File: src/rtl/uart_pkg.sv
// Shared UART definitions: FSM state encoding (common with the TX control
// path) and default frame geometry.
package uart_pkg;

    typedef enum logic [2:0] {
        IDLE   = 3'b000,
        START  = 3'b001,
        DATA   = 3'b010,
        PARITY = 3'b011,
        STOP   = 3'b100
    } uart_state_e;

    localparam int UART_DATA_BITS  = 8;
    localparam int UART_OVERSAMPLE = 16;

endpackage : uart_pkg

File: src/rtl/uart_rx_sync.sv
// Two-flop synchronizer for the asynchronous serial line plus a registered
// falling-edge detector. Every flop resets to the idle-high line level so
// that leaving reset never looks like a start edge.
module uart_rx_sync (
    input  logic clock,
    input  logic reset,
    input  logic rx_serial,
    output logic line_s,
    output logic fall
);

    logic meta_q, meta_d;
    logic sync_q, sync_d;
    logic prev_q, prev_d;
    logic fall_q, fall_d;

    // Next values: shift the line through the synchronizer and flag 1->0 edges.
    always_comb begin
        meta_d = rx_serial;
        sync_d = meta_q;
        prev_d = sync_q;
        fall_d = prev_q & ~sync_q;
    end

    // Synchronizer, previous-value and edge flops.
    always_ff @(posedge clock or posedge reset) begin
        if (reset) begin
            meta_q <= 1'b1;
            sync_q <= 1'b1;
            prev_q <= 1'b1;
            fall_q <= 1'b0;
        end else begin
            meta_q <= meta_d;
            sync_q <= sync_d;
            prev_q <= prev_d;
            fall_q <= fall_d;
        end
    end

    assign line_s = sync_q;
    // The edge is held in a flop so that an edge seen during the final STOP
    // cycle is still presented once the FSM is back in IDLE.
    assign fall   = fall_q;

endmodule : uart_rx_sync

File: src/rtl/uart_rx.sv
// UART receiver: start, DATA_BITS data bits LSB-first, parity, stop.
// Bits are sampled mid-bit using an external oversampling tick.
//
//   state  | meaning
//   -------+-----------------------------------------------------------
//   IDLE   | line idle, waiting for a falling edge; ticks ignored
//   START  | validate start bit at its middle; high there = glitch
//   DATA   | sample one data bit every OVERSAMPLE ticks
//   PARITY | sample parity bit and latch the parity check result
//   STOP   | sample stop bit, publish data/flags, pulse rx_valid
module uart_rx
    import uart_pkg::*;
#(
    parameter int DATA_BITS  = UART_DATA_BITS,
    parameter int OVERSAMPLE = UART_OVERSAMPLE,
    parameter bit PARITY_ODD = 1'b0
) (
    input  logic                 clock,
    input  logic                 reset,
    input  logic                 baud_tick,
    input  logic                 rx_serial,
    output logic [DATA_BITS-1:0] rx_data,
    output logic                 rx_valid,
    output logic                 parity_err,
    output logic                 frame_err,
    output logic                 busy
);

    localparam int CNT_W = $clog2(OVERSAMPLE);
    localparam int BIT_W = $clog2(DATA_BITS + 1);

    localparam logic [CNT_W-1:0] CNT_MID  = CNT_W'(OVERSAMPLE / 2 - 1);
    localparam logic [CNT_W-1:0] CNT_END  = CNT_W'(OVERSAMPLE - 1);
    localparam logic [BIT_W-1:0] BIT_LAST = BIT_W'(DATA_BITS - 1);

    logic line_s;
    logic fall;

    uart_rx_sync u_sync (
        .clock     (clock),
        .reset     (reset),
        .rx_serial (rx_serial),
        .line_s    (line_s),
        .fall      (fall)
    );

    uart_state_e          state_q, state_d;
    logic [CNT_W-1:0]     cnt_q, cnt_d;
    logic [BIT_W-1:0]     bit_q, bit_d;
    logic [DATA_BITS-1:0] shift_q, shift_d;
    logic                 perr_q, perr_d;
    logic [DATA_BITS-1:0] rx_data_q, rx_data_d;
    logic                 rx_valid_q, rx_valid_d;
    logic                 parity_err_q, parity_err_d;
    logic                 frame_err_q, frame_err_d;

    logic mid_tick;
    logic end_tick;

    assign mid_tick = baud_tick && (cnt_q == CNT_MID);
    assign end_tick = baud_tick && (cnt_q == CNT_END);

    // Next-state logic, shift register, parity capture and frame publication.
    always_comb begin
        state_d      = state_q;
        bit_d        = bit_q;
        shift_d      = shift_q;
        perr_d       = perr_q;
        rx_data_d    = rx_data_q;
        rx_valid_d   = 1'b0;
        parity_err_d = parity_err_q;
        frame_err_d  = frame_err_q;

        case (state_q)
            IDLE: begin
                if (fall) begin
                    state_d = START;
                    bit_d   = '0;
                end
            end
            START: begin
                if (mid_tick) begin
                    state_d = line_s ? IDLE : DATA;
                end
            end
            DATA: begin
                if (end_tick) begin
                    shift_d = {line_s, shift_q[DATA_BITS-1:1]};
                    bit_d   = bit_q + BIT_W'(1);
                    if (bit_q == BIT_LAST) begin
                        state_d = PARITY;
                    end
                end
            end
            PARITY: begin
                if (end_tick) begin
                    perr_d  = (^shift_q) ^ line_s ^ PARITY_ODD;
                    state_d = STOP;
                end
            end
            STOP: begin
                if (end_tick) begin
                    rx_data_d    = shift_q;
                    parity_err_d = perr_q;
                    frame_err_d  = ~line_s;
                    rx_valid_d   = 1'b1;
                    state_d      = IDLE;
                end
            end
            default: state_d = IDLE;
        endcase
    end

    // Sample counter: restarts on every state change, counts ticks outside IDLE.
    always_comb begin
        cnt_d = cnt_q;
        if (state_d != state_q) begin
            cnt_d = '0;
        end else if (baud_tick && (state_q != IDLE)) begin
            cnt_d = (cnt_q == CNT_END) ? '0 : cnt_q + CNT_W'(1);
        end
    end

    // State, counters, shift register and output registers.
    always_ff @(posedge clock or posedge reset) begin
        if (reset) begin
            state_q      <= IDLE;
            cnt_q        <= '0;
            bit_q        <= '0;
            shift_q      <= '0;
            perr_q       <= 1'b0;
            rx_data_q    <= '0;
            rx_valid_q   <= 1'b0;
            parity_err_q <= 1'b0;
            frame_err_q  <= 1'b0;
        end else begin
            state_q      <= state_d;
            cnt_q        <= cnt_d;
            bit_q        <= bit_d;
            shift_q      <= shift_d;
            perr_q       <= perr_d;
            rx_data_q    <= rx_data_d;
            rx_valid_q   <= rx_valid_d;
            parity_err_q <= parity_err_d;
            frame_err_q  <= frame_err_d;
        end
    end

    assign rx_data    = rx_data_q;
    assign rx_valid   = rx_valid_q;
    assign parity_err = parity_err_q;
    assign frame_err  = frame_err_q;
    assign busy       = (state_q != IDLE);

endmodule : uart_rx
File: config.mk
export PLATFORM = sky130hd
export DESIGN_NAME = uart_rx
export DESIGN_NICKNAME = d
export VERILOG_FILES = /design/src/rtl/uart_pkg.sv /design/src/rtl/uart_rx_sync.sv /design/src/rtl/uart_rx.sv
export SDC_FILE = /design/constraint.sdc
export NUM_CORES = 1
export LEC_CHECK = 0
export CORE_UTILIZATION = 45
export CTS_CLUSTER_SIZE = 28
export DETAILED_ROUTE_END_ITERATION = 6
export PLACE_DENSITY = 0.68
export SLEW_MARGIN = 20
export SYNTH_ARGS = -nofsm -noshare
export SYNTH_HDL_FRONTEND = slang
export SYNTH_SLANG_ARGS = --single-unit
File: constraint.sdc
create_clock -name clock -period 1.8 [get_ports clock]
set_clock_uncertainty 0.15 [all_clocks]
set_input_delay 0.18 -clock clock [delete_from_list [all_inputs] [get_ports clock]]
set_output_delay 0.18 -clock clock [all_outputs]
set_load 0.005 [all_outputs]
# Word-level counts from Yosys, hierarchy flattened
# Index checks and enable logic that the tools add are counted.
# totals
ff_bits	35
input_bits	4
output_inout_bits	12
elab_cells	56
# op_classes
n_addsub	2
n_eq_ne	10
mux	16
n_bitwise	3
reduce_logical	12
# op_table
op	count
4-bit 2-to-1 mux	5
3-bit 2-to-1 mux	6
3-bit one-hot mux with 5 select lines	1
4-bit by 1-bit adder with 4-bit output, second input constant	2
4-bit by 3-bit == test with 1-bit output, second input constant	2
4-bit one-hot mux with 2 select lines	1
8-bit XOR reduction	1
3-bit by 2-bit == test with 1-bit output, second input constant	2
2-bit AND reduction	3
4-bit == test, second input constant	1
2-bit nonzero test	2
3-bit by 1-bit == test with 1-bit output, second input constant	1
3-bit == test, second input constant	1
1-bit logical AND	3
3-bit logical NOT	1
3-bit inequality test	1
3-bit AND reduction	1
3-bit nonzero test	1
1-bit 2-to-1 mux	2
2-bit 2-to-1 mux	1
2-bit by 1-bit inequality test with 1-bit output, second input constant	1
2-bit inequality test, second input constant	1
1-bit bitwise AND	1
1-bit NOT	1
1-bit XOR	1

# Depth between registers and ports, before layout
# depth
ltp_word	6
ltp_mapped	6

# By module
# A second synthesis with hierarchy kept.
# unflattened
cells_unflattened	137
hier_area_um2	1569.0
# modules_own_cells
module	n_inst	cells_each	area_per_inst_um2
uart_rx	1	131	1447.6
uart_rx_sync	1	6	121.4

# Worst setup path after synthesis
# Ideal clock, no wire load.
# synth_path
path_type	reg2reg
from	register cnt_q[0]
to	register shift_q[0]
setup_ps	125
arrival_time_ps	1598
path_slack_ps	-73
stages_incl_launch_ff	6
path_buffers	1
synth_period_minus_slack_ps	1873
path_cell_list	dfrtp_1 ha_1 nand4_4 or3_1 buf_2 mux2_4
# synth_between
elab_chain_len	3
# synth_lines
item	line_no	source
from (decl)	uart_rx.sv:48	logic [CNT_W-1:0] cnt_q, cnt_d;
from (signal assigned)	uart_rx.sv:138	cnt_q <= cnt_d;
4-bit == test	uart_rx.sv:61	assign end_tick = baud_tick && (cnt_q == CNT_END);
1-bit logical AND	uart_rx.sv:61	
2-bit AND reduction (no line)	n/a	
to (signal assigned)	uart_rx.sv:140	shift_q <= shift_d;
to (decl)	uart_rx.sv:50	logic [DATA_BITS-1:0] shift_q, shift_d;
# Every way passes these cells.
# A chain may end at the register's enable or synchronous reset.

# Worst setup path after layout
# layout_path
from	register state_q[1]
to	register shift_q[5]
# layout_between
elab_chain_len	2
# layout_lines
item	line_no	source
from (decl)	uart_rx.sv:47	uart_state_e state_q, state_d;
from (signal assigned)	uart_rx.sv:137	state_q <= state_d;
3-bit by 2-bit == test with 1-bit output	uart_rx.sv:74	case (state_q)
2-bit AND reduction (no line)	n/a	
# Every way passes these cells.

==> results <==
power groups by stage:
stage | clock (mW) | combinational, mW | sequential [mW]
global route | 0.467 | 0.916 | 1.02
detailed placement | 0 | 0.682 | 1.01
global placement | 0 | 0.644 | 1.01
floorplan | 0 | 0.464 | 0.962
finish | 0.412 | 0.814 | 1.01
CTS | 0.427 | 0.710 | 0.998
cells by family after synthesis:
family	synth area share
and+or+nand+nor	0.131
DFF	0.533
muxes	0.148
AOI/OAI and AO/OA	0.0735
buffers and inverters	0.0326
xor gates and xnor gates	0.0667
adders and majority gates	0.0152
worst max-delay path, cell delays in order, from the launching register on:
cell and delay [ps]:
sky130_fd_sc_hd__dfrtp_1 380, sky130_fd_sc_hd__buf_4 110, sky130_fd_sc_hd__buf_4 110, sky130_fd_sc_hd__nand2b_1 90
sky130_fd_sc_hd__buf_4 160, sky130_fd_sc_hd__nor3_2 150, sky130_fd_sc_hd__buf_4 190, sky130_fd_sc_hd__mux2_2 330
final cells by class:
class | instances | share of cell area
Clock buffer | 6 | 0.0190
Clock inverter | 2 | 0.00577
Inverter | 5 | 0.00865
Multi-Input combinational cell | 88 | 0.362
Sequential cell | 35 | 0.407
Tap cell | 46 | 0.0265
Timing Repair Buffer | 40 | 0.172
repair_timing:
| action | in CTS | in global routing |
|---|---|---|
| pin swaps | 0 | 3 |
| gates resized for setup | 4 | 17 |
| hold buffers | 0 | 0 |
| endpoints found under the setup margin | 4 | 15 |
| setup buffers | 1 | 6 |
| hold endpoints to repair | 0 | 0 |
per-layer routing:
layer	global-route usage	vias up	share of wire
li1	-	565	-
met1	0.259	567	0.48
met2	0.287	22	0.48
met3	0.0730	2	0.038
met4	0.0610	0	0.0064
met5	0	-	0
flip-flops by register name, summed over array words and instances, names as in the netlist:
signal	cells
bit_q	4
cnt_q	4
frame_err	1
parity_err	1
perr_q	1
rx_data	8
rx_valid	1
shift_q	8
state_q	3
u_sync.fall	1
u_sync.line_s	1
u_sync.meta_q	1
u_sync.prev_q	1
per-stage QoR:
step                hold WS [ps]  power, mW
floorplan                   34.5       1.43
global placement             200       1.65
detailed placement           202       1.70
CTS                         25.5       2.13
global route                37.2       2.40
finish                      28.2       2.23
synth_stat cells (4+ instances only):
cell type / count
sky130_fd_sc_hd__nand3_1: 6
sky130_fd_sc_hd__dfrtp_1: 32
sky130_fd_sc_hd__xnor2_1: 8
sky130_fd_sc_hd__nand2_1: 7
sky130_fd_sc_hd__o21ai_0: 5
sky130_fd_sc_hd__mux2_2: 15
sky130_fd_sc_hd__inv_1: 5
sky130_fd_sc_hd__buf_2: 7
sky130_fd_sc_hd__a21oi_1: 4
worst paths after layout:
kind                       slack, ps          start  cells past startpoint            end
min in group clock                90      rx_serial                      1  u_sync.meta_q
max in group asynchronous       1220          reset                      3  u_sync.meta_q
max                               40     state_q[1]                      7     shift_q[5]
max reg2reg                       40     state_q[1]                      7     shift_q[5]
min                               30          reset                      3     rx_data[0]
min reg2reg                      220  u_sync.meta_q                      0  u_sync.line_s
==> metrics.log <==
[metrics] H-tree level count: 2
[metrics] Post-Syn Nets: 141
[metrics] number of iterations in the first detailed-routing pass: 4
[metrics] top cells by area in the synthesized netlist: sky130_fd_sc_hd__dfrtp_1 (49%), sky130_fd_sc_hd__mux2_2 (10%), sky130_fd_sc_hd__dfstp_2 (4.8%), sky130_fd_sc_hd__xnor2_1 (4.2%), sky130_fd_sc_hd__mux2_4 (2.7%)
[metrics] global-route wire length before repair: roughly 5700 um
[metrics] placement-stage cell area: ~2000 um^2
[metrics] setup-violating endpoint count in the final report: 0
[metrics] fill count: 275
[metrics] Longest Clk Path Bufs: 2
[metrics] post-synth top area share: 0.485
[metrics] sequential cell area fraction in the yosys report: 0.533
[metrics] net switching power: between 700 and 800 uW
[metrics] Root Driver: sky130_fd_sc_hd__clkbuf_4
[metrics] net switching share of the total power: 0.343
[metrics] worst-case setup margin in the final layout: roughly 36 ps
[metrics] Synth Register Bits: 35
[metrics] count of vias placed by the detailed router: approximately 1200
[metrics] maximum clock rate: about 570 MHz
[metrics] height of the die: around 63 um
[metrics] Boundary Pins: 16
[metrics] summed instance area of the synthesized netlist: around 1700 um^2
[metrics] minimum clock period: about 1800 ps
[metrics] final total negative setup slack: 0 ps
[metrics] GR Util All Layers: 0.193
[metrics] setup repair after global routing missed its margin: yes
[metrics] Synth Flop Type: sky130_fd_sc_hd__dfrtp_1
[metrics] number of max-cap violations: 0
[metrics] power per cell area: 1030 nW/um^2
[metrics] slew at the pin closest to its max-slew limit: about 420 ps
[metrics] pin count of the biggest net entering global routing: 36
[metrics] Final GP Congestion: just under 0.8
[metrics] EDFF count, synth: 0
[metrics] fin crit share: 0.980
[metrics] critical path fanouts, max: 6
[metrics] Combinational Power Share: 0.365
[metrics] top library cells by usage in the layout, fill and taps aside: sky130_fd_sc_hd__dfrtp_1 (30), sky130_fd_sc_hd__buf_4 (20), sky130_fd_sc_hd__clkdlybuf4s50_1 (14), sky130_fd_sc_hd__mux2_2 (11), sky130_fd_sc_hd__xnor2_1 (8)
[metrics] number of cells after detailed placement: ~210
[metrics] CTS buffer count: 5
[metrics] total congestion overflow after global routing: 0
[metrics] antenna violations before repair: 0
[metrics] insertion delay to the later sink of the worst-skew pair: roughly 330 ps
[metrics] worst path arrival time: approximately 1900 ps
[metrics] maximum resistive drop on vdd: between 500 and 600 uV
[metrics] drt wl/cell: roughly 15 um
[metrics] initial standard-cell utilization of the core: 0.483
[metrics] sequential standard cell area: between 800 and 900 um^2
[metrics] static power due to leakage: slightly above 1 nW
[metrics] Std-Cell Core Area: 3420 um^2
[metrics] detailed placement HPWL: 2260 um
[metrics] Max Slew Vio Count: 0
[metrics] remaining design rule violation count: 0
[metrics] count of antenna-violating nets left after detailed routing: 0
[metrics] required time of the critical path: 1880 ps
[metrics] DP Worst Slack: -229 ps
[metrics] synth-to-layout area growth: 31.5%
[metrics] final net count: between 150 and 200
[metrics] outcome: finished clean
[metrics] Yosys Warn Count: 0
[metrics] number of sinks on the clock net: 35
[metrics] Critical Path Start Type: flip-flop
[metrics] share of final-layout standard cells stronger than drive strength 1: 0.386
[metrics] Clock Pin Slew Worst Setup and Hold Paths: ~110 ps
[metrics] Unique masters post-synth: 36
[metrics] number of instances in the synthesized netlist: 135
[metrics] clock tree from TritonCTS: built
[metrics] Die X: 62.6 um
[metrics] Hold/Removal Path Class: primary input to asynchronous set/reset pin
[metrics] routed via count divided by cell count: roughly 5.2
[metrics] syn_area_per_cell: approximately 12 um^2
[metrics] Critical Setup Path Class: flip-flop to flip-flop
[metrics] Int Pwr: between 1 and 1.5 mW
[metrics] Final Instance Count excl. Fillers: ~220
[metrics] Port-buffer cells: 15
[metrics] final core utilization: 0.635
[metrics] worst-case headroom to the max-slew limit: 0.714
[metrics] multi-input logic area: roughly 780 um^2
[metrics] ys async rst share: 1.00
[metrics] floorplan row count: 21
[metrics] capturing element type of the critical path: flip-flop
[metrics] commonest non-fill, non-tap cell in the layout: sky130_fd_sc_hd__dfrtp_1
[metrics] portion of total power attributed to the clock network: 0.184
[metrics] final cell area excluding filler cells: around 2200 um^2
[metrics] Iteration-0 DRC Markers: 32
[metrics] number of hold violations in the final report: 0
[metrics] DIE AREA: 3910 um^2
[metrics] vias in the first global route: between 1000 and 1500
[metrics] Final Routed Wirelength: roughly 3300 um
[metrics] register share of total power: 0.451
[metrics] antenna fix cells: 0
[metrics] leading area contributor after synthesis: sky130_fd_sc_hd__dfrtp_1
(Power assumes the default switching activity.)
